`config.mk`:
```
export PLATFORM = sky130hd
export DESIGN_NAME = rom_byte_fetch
export DESIGN_NICKNAME = d
export VERILOG_FILES = /design/src/rtl/rom_fetch_pkg.sv /design/src/rtl/rom_line_buf.sv /design/src/rtl/rom_byte_fetch.sv
export SDC_FILE = /design/constraint.sdc
export NUM_CORES = 1
export LEC_CHECK = 0
export CORE_MARGIN = 4
export CORE_UTILIZATION = 45
export CTS_CLUSTER_DIAMETER = 150
export CTS_CLUSTER_SIZE = 28
export DETAILED_ROUTE_END_ITERATION = 6
export HOLD_SLACK_MARGIN = 0.12
export PLACE_DENSITY = 0.76
export SKIP_LAST_GASP = 1
export SLEW_MARGIN = 25
export SYNTH_ARGS = -nofsm -noshare
export SYNTH_HDL_FRONTEND = slang
export SYNTH_SLANG_ARGS = --single-unit
```
`constraint.sdc`:
```
create_clock -name clk -period 1.9 [get_ports clk]
set_input_delay 0.38 -clock clk [delete_from_list [all_inputs] [get_ports clk]]
set_output_delay 0.38 -clock clk [all_outputs]
set_load 0.02 [all_outputs]
```
`src/rtl/rom_fetch_pkg.sv`:
```
// Shared definitions for the ROM byte-fetch block: FSM state encoding,
// default byte/word widths and the little-endian byte-select helper.
package rom_fetch_pkg;

    localparam int ROM_BYTE_W = 8;
    localparam int ROM_WORD_W = 2 * ROM_BYTE_W;

    typedef enum logic [2:0] {
        IDLE,
        FETCH,
        CAPT,
        ACK,
        PFETCH,
        PCAPT
    } state_t;

    // Little-endian: sel=0 picks the low byte, sel=1 the high byte.
    function automatic logic [ROM_BYTE_W-1:0] select_byte(
        input logic [ROM_WORD_W-1:0] word,
        input logic                  sel
    );
        return sel ? word[ROM_WORD_W-1:ROM_BYTE_W] : word[ROM_BYTE_W-1:0];
    endfunction

endpackage

```
`src/rtl/rom_line_buf.sv`:
```
// One-word line buffer: valid/tag/data storage, hit compare against a
// lookup word address and the byte mux for the requested half.
module rom_line_buf
    import rom_fetch_pkg::*;
#(
    parameter int WORD_ADDR_W = 14,
    parameter int WORD_W      = ROM_WORD_W,
    parameter int BYTE_W      = ROM_BYTE_W
) (
    input  logic                   clk,
    input  logic                   reset,
    input  logic                   clear,
    input  logic                   load,
    input  logic [WORD_ADDR_W-1:0] load_tag,
    input  logic [WORD_W-1:0]      load_data,
    input  logic [WORD_ADDR_W-1:0] look_tag,
    input  logic                   sel,
    output logic                   hit,
    output logic [BYTE_W-1:0]      rdata
);

    logic                   valid;
    logic [WORD_ADDR_W-1:0] tag;
    logic [WORD_W-1:0]      data;

    // Capture a new word on load; clear wins over load for the valid bit.
    always_ff @(posedge clk or posedge reset) begin
        if (reset) begin
            valid <= 1'b0;
            tag   <= '0;
            data  <= '0;
        end else begin
            if (load) begin
                tag  <= load_tag;
                data <= load_data;
            end
            if (clear) begin
                valid <= 1'b0;
            end else if (load) begin
                valid <= 1'b1;
            end
        end
    end

    // Tag compare and byte selection for the current lookup address.
    always_comb begin
        hit   = valid && (tag == look_tag);
        rdata = select_byte(data, sel);
    end

endmodule

```
`src/rtl/rom_byte_fetch.sv`:
```
// CPU byte-read front end for the 16-bit synchronous program ROM.
// Serves byte requests from a one-word line buffer, fetching from ROM on
// a miss. Optional next-word prefetch buffer: ROM_BYTE_FETCH_PREFETCH_EN.
module rom_byte_fetch
    import rom_fetch_pkg::*;
#(
    parameter int WORD_ADDR_W = 14,
    parameter int WORD_W      = ROM_WORD_W,
    parameter int BYTE_W      = ROM_BYTE_W
) (
    input  logic                   clk,
    input  logic                   reset,
    input  logic                   cpu_req,
    input  logic [WORD_ADDR_W:0]   cpu_addr,
    output logic [BYTE_W-1:0]      cpu_rdata,
    output logic                   cpu_ack,
    input  logic                   flush,
    output logic                   rom_enable,
    output logic [WORD_ADDR_W-1:0] rom_addr,
    input  logic [WORD_W-1:0]      rom_data
);

    state_t                 state;
    logic [WORD_ADDR_W-1:0] word_addr;
    logic                   byte_sel;
    logic                   hit_cur;
    logic [BYTE_W-1:0]      rdata_cur;

    // Split the CPU byte address into word address and byte select.
    always_comb begin
        word_addr = cpu_addr[WORD_ADDR_W:1];
        byte_sel  = cpu_addr[0];
    end

`ifdef ROM_BYTE_FETCH_PREFETCH_EN
    // Two physical buffers; cur names the one acting as the line buffer.
    // Promotion just flips cur instead of copying the word across.
    logic              cur;
    logic              pf_arm;
    logic              load0, load1;
    logic              hit0, hit1;
    logic              hit_alt;
    logic [BYTE_W-1:0] rdata0, rdata1, rdata_alt;

    // Demand captures go to the current buffer, prefetches to the other.
    always_comb begin
        load0     = ((state == CAPT) && !cur) || ((state == PCAPT) && cur);
        load1     = ((state == CAPT) && cur)  || ((state == PCAPT) && !cur);
        hit_cur   = (cur ? hit1 : hit0) && !flush;
        rdata_cur = cur ? rdata1 : rdata0;
        hit_alt   = (cur ? hit0 : hit1) && !flush;
        rdata_alt = cur ? rdata0 : rdata1;
    end

    rom_line_buf #(
        .WORD_ADDR_W(WORD_ADDR_W),
        .WORD_W     (WORD_W),
        .BYTE_W     (BYTE_W)
    ) u_buf0 (
        .clk      (clk),
        .reset    (reset),
        .clear    (flush),
        .load     (load0),
        .load_tag (rom_addr),
        .load_data(rom_data),
        .look_tag (word_addr),
        .sel      (byte_sel),
        .hit      (hit0),
        .rdata    (rdata0)
    );

    rom_line_buf #(
        .WORD_ADDR_W(WORD_ADDR_W),
        .WORD_W     (WORD_W),
        .BYTE_W     (BYTE_W)
    ) u_buf1 (
        .clk      (clk),
        .reset    (reset),
        .clear    (flush),
        .load     (load1),
        .load_tag (rom_addr),
        .load_data(rom_data),
        .look_tag (word_addr),
        .sel      (byte_sel),
        .hit      (hit1),
        .rdata    (rdata1)
    );
`else
    logic line_load;
    logic line_hit;

    // Line buffer fills from the ROM output while in CAPT.
    always_comb begin
        line_load = (state == CAPT);
        hit_cur   = line_hit && !flush;
    end

    rom_line_buf #(
        .WORD_ADDR_W(WORD_ADDR_W),
        .WORD_W     (WORD_W),
        .BYTE_W     (BYTE_W)
    ) u_line (
        .clk      (clk),
        .reset    (reset),
        .clear    (flush),
        .load     (line_load),
        .load_tag (rom_addr),
        .load_data(rom_data),
        .look_tag (word_addr),
        .sel      (byte_sel),
        .hit      (line_hit),
        .rdata    (rdata_cur)
    );
`endif

    // Request FSM with registered CPU and ROM-side outputs.
    always_ff @(posedge clk or posedge reset) begin
        if (reset) begin
            state      <= IDLE;
            cpu_ack    <= 1'b0;
            cpu_rdata  <= '0;
            rom_enable <= 1'b0;
            rom_addr   <= '0;
`ifdef ROM_BYTE_FETCH_PREFETCH_EN
            cur        <= 1'b0;
            pf_arm     <= 1'b0;
`endif
        end else begin
            cpu_ack <= 1'b0;
            case (state)
                IDLE: begin
`ifdef ROM_BYTE_FETCH_PREFETCH_EN
                    pf_arm <= 1'b0;
`endif
                    if (cpu_req) begin
                        if (hit_cur) begin
                            cpu_rdata <= rdata_cur;
                            cpu_ack   <= 1'b1;
                            state     <= ACK;
`ifdef ROM_BYTE_FETCH_PREFETCH_EN
                        end else if (hit_alt) begin
                            cpu_rdata <= rdata_alt;
                            cpu_ack   <= 1'b1;
                            cur       <= ~cur;
                            state     <= ACK;
`endif
                        end else begin
                            rom_addr   <= word_addr;
                            rom_enable <= 1'b1;
                            state      <= FETCH;
                        end
`ifdef ROM_BYTE_FETCH_PREFETCH_EN
                    end else if (pf_arm) begin
                        // rom_addr still holds the word just captured.
                        rom_addr   <= rom_addr + WORD_ADDR_W'(1);
                        rom_enable <= 1'b1;
                        state      <= PFETCH;
`endif
                    end
                end
                FETCH: begin
                    state <= CAPT;
                end
                CAPT: begin
                    cpu_rdata  <= select_byte(rom_data, byte_sel);
                    cpu_ack    <= cpu_req;
                    rom_enable <= 1'b0;
                    state      <= ACK;
`ifdef ROM_BYTE_FETCH_PREFETCH_EN
                    pf_arm     <= 1'b1;
`endif
                end
                ACK: begin
                    state <= IDLE;
                end
                PFETCH: begin
                    state <= PCAPT;
                end
                PCAPT: begin
                    rom_enable <= 1'b0;
                    state      <= IDLE;
                end
                default: begin
                    rom_enable <= 1'b0;
                    state      <= IDLE;
                end
            endcase
        end
    end

endmodule

```
After elaboration in Yosys (flattened, before gate mapping)
Index checks and enable logic that the tools add are counted.

cells by class
  reductions and logical operators = 10
  mux-type cells = 16
  bitwise operators = 2
  equality and inequality tests = 8

operator list
  kind                                                                   count
  8-bit two-way mux                                                      4
  8-bit one-hot mux with 2 select lines                                  1
  14-bit equality test                                                   1
  3-bit one-hot mux with 4 select lines                                  1
  3-bit AND reduction                                                    3
  3-bit by 2-bit equality test with 1-bit output, second input constant  2
  1-bit two-way mux                                                      6
  2-bit inequality test, second input constant                           3
  1-bit one-hot mux with 2 select lines                                  2
  2-bit nonzero test                                                     2
  3-bit by 1-bit equality test with 1-bit output, second input constant  1
  3-bit equality test, second input constant                             1
  3-bit zero test                                                        1
  3-bit two-way mux                                                      1
  3-bit OR reduction                                                     1
  1-bit logical AND                                                      2
  2-bit two-way mux                                                      1
  1-bit inverter                                                         2
  1-bit zero test                                                        1

storage, ports and cells
  word-level logic and storage cells = 44
  output and inout port bits = 24
  flip-flop bits (word level) = 58

Logic depth before layout (Yosys ltp)
  word-level depth = 6
  depth in mapped cells = 8

Modules after synthesis
From an unflattened synthesis, not the netlist that was laid out.

unflattened totals
  cell total of the unflattened synthesis = 196
  area total of the unflattened synthesis = 2747.6 um2

modules (own cells, without submodules)
  module          area an instance (um2)  seq. area each (um2)  cells each  times used
  rom_line_buf    1412.6                  775.7                 95          1
  rom_byte_fetch  1335.0                  675.6                 101         1

Least setup slack after synthesis
No wires, ideal clock.

  kind = input -> register
  from = input port cpu_addr[1]
  to = register rom_addr[0]
  data required time = 1.775 ns
  stages on the path = 6
  setup time = 0.125 ns
  data arrival time = 2.015 ns
  setup slack = -0.240 ns
  buffers on the path = 1
  cell sequence = nor2b_1 -> a2111o_1 -> nor4_4 -> a211o_4 -> buf_12 -> mux2_4

on the way
  longest elaborated chain between the ends = 5

ends and longest elaborated chain
  element                               RTL line               source
  start, declared                       rom_byte_fetch.sv:14   input logic [WORD_ADDR_W:0] cpu_addr,
  14-bit equality test                  rom_line_buf.sv:47     hit = valid && (tag == look_tag);
  1-bit logical AND                     rom_line_buf.sv:47
  1-bit logical AND                     rom_byte_fetch.sv:95   hit_cur = line_hit && !flush;
  1-bit inverter (no source line)       -
  3-bit AND reduction (no source line)  -
  end signal, assigned                  rom_byte_fetch.sv:148  rom_addr <= word_addr;
  end, declared                         rom_byte_fetch.sv:19   output logic [WORD_ADDR_W-1:0] rom_addr,

Parallel ways exist; a longest one is shown, timed or not.
A chain may end at the register's enable or synchronous reset.

Final worst setup path
  from = register u_line.tag[1]
  to = register rom_addr[10]

on the way
  longest elaborated chain between the ends = 5

ends and longest elaborated chain
  element                               RTL line              source
  start, declared                       rom_line_buf.sv:23    logic [WORD_ADDR_W-1:0] tag;
  start signal, assigned                rom_line_buf.sv:34    tag <= load_tag;
  14-bit equality test                  rom_line_buf.sv:47
  1-bit logical AND                     rom_line_buf.sv:47
  1-bit logical AND                     rom_byte_fetch.sv:95
  1-bit inverter (no source line)       -
  3-bit AND reduction (no source line)  -

No other way between the ends.

==> results by group <==
Setup path
  – Reg2Reg Depth: 6
  – Worst setup path end: rom_addr[10]
  – Reg2reg start: u_line.tag[1]
  – FF-to-FF setup slack: around 0.0037 ns
  – Critical path arrival: 2.11 ns
  – R2r endpoint: rom_addr[10]
  – Critical Path RT: 2.11 ns
  – Critical path startpoint category: flip-flop
  – CP Class: reg2reg
  – Worst-path fanout max: 5
  – CP Capture Type: flip-flop
  – CP startpoint: u_line.tag[1]

Synth
  – FFs w/ async S/R, synth: 100.0%
  – Top cell type's share of synthesized area: 56.48%
  – Most used DFF post-synth: dfrtp_1
  – Largest cells by area after synthesis: dfrtp_1 (56%), mux2_2 (21%), mux2_4 (5.3%), xnor2_1 (2.4%), xor2_1 (1.4%)
  – Sequential share of the synthesized area: a little under three fifths
  – Mapped Cells: 175
  – Average size of a mapped cell: 14.69 µm²
  – Yosys cell types: 33
  – Yosys top cell by area: dfrtp_1
  – Yosys reg bits: 58
  – EDFF count, synth: 0
  – Synth Net Count: 210
  – Post-Synthesis Cell Area: 2570 µm²
  – Ys Warns: 0

Route
  – DRT antenna net count: 0
  – Overall routed net length: 5017 µm
  – DRT iter0 DRCs: 53
  – Wire per inst: about 15 µm
  – Via count: 1663
  – Vias per cell: 4.935
  – First drt pass iteration count: 4
  – Remaining DRCs: 0

GRT
  – All-Layer GR Usage: 14.83%
  – Vias in the first global route: around 1800
  – GRT overflow: 0
  – Antenna violations before repair: 0
  – Largest net degree at the start of global routing: 59
  – First-pass GRT wire length: ~8300 µm

STA
  – RSZ-0062 raised after global routing: true
  – Final worst path period share: 99.80%
  – Max Slew Vio Count: 0
  – Setup violations, final: 0
  – Worst-margin pin slew: roughly 0.34 ns
  – Slew HR: between 70% and 80%
  – Worst Skew: roughly 0.0057 ns
  – Fmax: 527.3 MHz
  – Fin. Hold Viols: 0
  – Min Clock Period, post-route: about 1.9 ns

Run status
  – Status: complete, no violations

Pwr
  – P per Cell Area: ~1700 nW/µm²
  – Power after layout: 6.288 mW
  – VDD IR max: ~0.99 mV
  – Leakage Power: 1.646 nW

Cells and area
  – Area growth from synthesis to layout: 43.57%
  – Most common cell after layout, fill and taps aside: dfrtp_1
  – Most frequent cells in the layout: dfrtp_1 (58), clkdlybuf4s50_1 (47), mux2_2 (43)
  – # diodes: 0
  – Share of cells above drive strength 1: between 40% and 50%
  – Design area: 3690 µm²
  – Nets@finish: between 200 and 300
  – Fin cells: roughly 340

Place
  – Final GP Congestion: 0.7341
  – Port bufs: 58
  – Hpwl dp: 3445 µm
  – Placed insts: about 310
  – DP Area: 3327 µm²

Clock network
  – Clock buffer depth: 2
  – TritonCTS clock tree: built
  – CTS Buf Count: 9
  – Worst-path clk slew: 0.07 ns
  – H-tree depth: 3
  – CTS root buf: clkbuf_8
  – CTS Sinks: between 50 and 60
  – Worst-Skew Late Latency: roughly 0.33 ns

Floorplanning
  – Core Box Area: between 5000 and 6000 µm²
  – Row cnt: 27
  – IO Pins: 59
  – Initial Util: 46.67%
  – Total die area: 6984 µm²
  – Die W: ~84 µm
  – Die height: ~84 µm

Min path
  – Worst min-delay path category: in2reg

Job
  – Maxcap violations: 0
layer usage:
layer / share of wire (%) / track usage [%]
met1: 46 / 19.04
met2: 47 / 22.92
met3: 6.3 / 6.515
met4: 1.1 / 3.947
met5: 0 / 0
layout make-up:
class                           count  area (µm²)
Tap cell                           72       90.09
Inverter                            3       11.26
Timing Repair Buffer               81       820.8
Clock inverter                      7       70.07
Clock buffer                        9       123.9
Sequential cell                    58        1451
Fill cell                         401        1817
Multi-Input combinational cell    107        1122
critical path, cell delays in order, from the launching register on:
cell	delay (ns)
dfrtp_1	0.41
and2b_1	0.16
a2111o_1	0.33
nor4_4	0.20
a211o_4	0.23
buf_12	0.13
mux2_2	0.33
state kept, by name (all words and copies together), names as in the netlist:
signal	count
u_line.tag	14
cpu_rdata	8
rom_addr	14
rom_enable	1
u_line.data	16
cpu_ack	1
u_line.valid	1
state	3
synth_stat cells (2+ instances only):
cell      count
mux2_2       48
mux2i_1       3
buf_2         3
a211oi_1      2
xor2_1        4
dfrtp_1      58
nor3_1        2
nor2_1        6
xnor2_1       7
mux2_4        9
clkbuf_1      2
nand2b_1      2
nand2_1       6
inv_1         3
o21ai_0       2
power breakdown:
| part | switching [mW] | internal (mW) | total (mW) | leakage (nW) |
|---|---|---|---|---|
| logic | 1.22 | 1.76 | 2.98 | 0.868 |
| clock network | 0.488 | 0.599 | 1.09 | 0.0873 |
| registers | 0.351 | 1.87 | 2.22 | 0.690 |
cell families after synthesis:
family / count (synthesis) / share of synthesized area (%)
AOI/OAI and AO/OA: 11 / 4.041
DFF: 58 / 56.48
buffers and inverters: 10 / 2.532
and+or+nand+nor: 25 / 5.745
xor gates and xnor gates: 11 / 3.749
muxes: 60 / 27.46
how the worst min path moves through the flow:
| stage | slack (ns) | cells after the start | endpoint | from |
|---|---|---|---|---|
| floorplan | 0.45 | 1 | u_line.valid | flush |
| global placement | 0.48 | 2 | rom_enable | rom_enable |
| detailed placement | 0.48 | 1 | u_line.data[14] | u_line.data[14] |
| CTS | 0.34 | 2 | u_line.valid | flush |
| global route | 0.36 | 2 | rom_addr[5] | cpu_addr[6] |
| finish | 0.35 | 2 | rom_addr[5] | cpu_addr[6] |
stage by stage:
stage	setup slack [ns]	TNS, ns	hold slack [ns]	util, %
global placement	-0.4761	-9.996	0.4762	60.42
finish	0.003723	0	0.3475	67.01
floorplan	-0.09541	-0.8587	0.4464	-
CTS	0.002176	0	0.3357	64.83
global route	-0.08397	-1.037	0.3557	67.01
detailed placement	-0.5308	-11.24	0.4833	60.42
what timing repair did:
item                       in CTS  in global routing
buffers inserted                4                  3
pin swaps                       2                  6
hold buffers                    0                  0
setup endpoints to repair      21                 21
gates cloned                    0                  1
resized for setup              10                 16
Note: power is estimated with default switching activity, not from simulation.
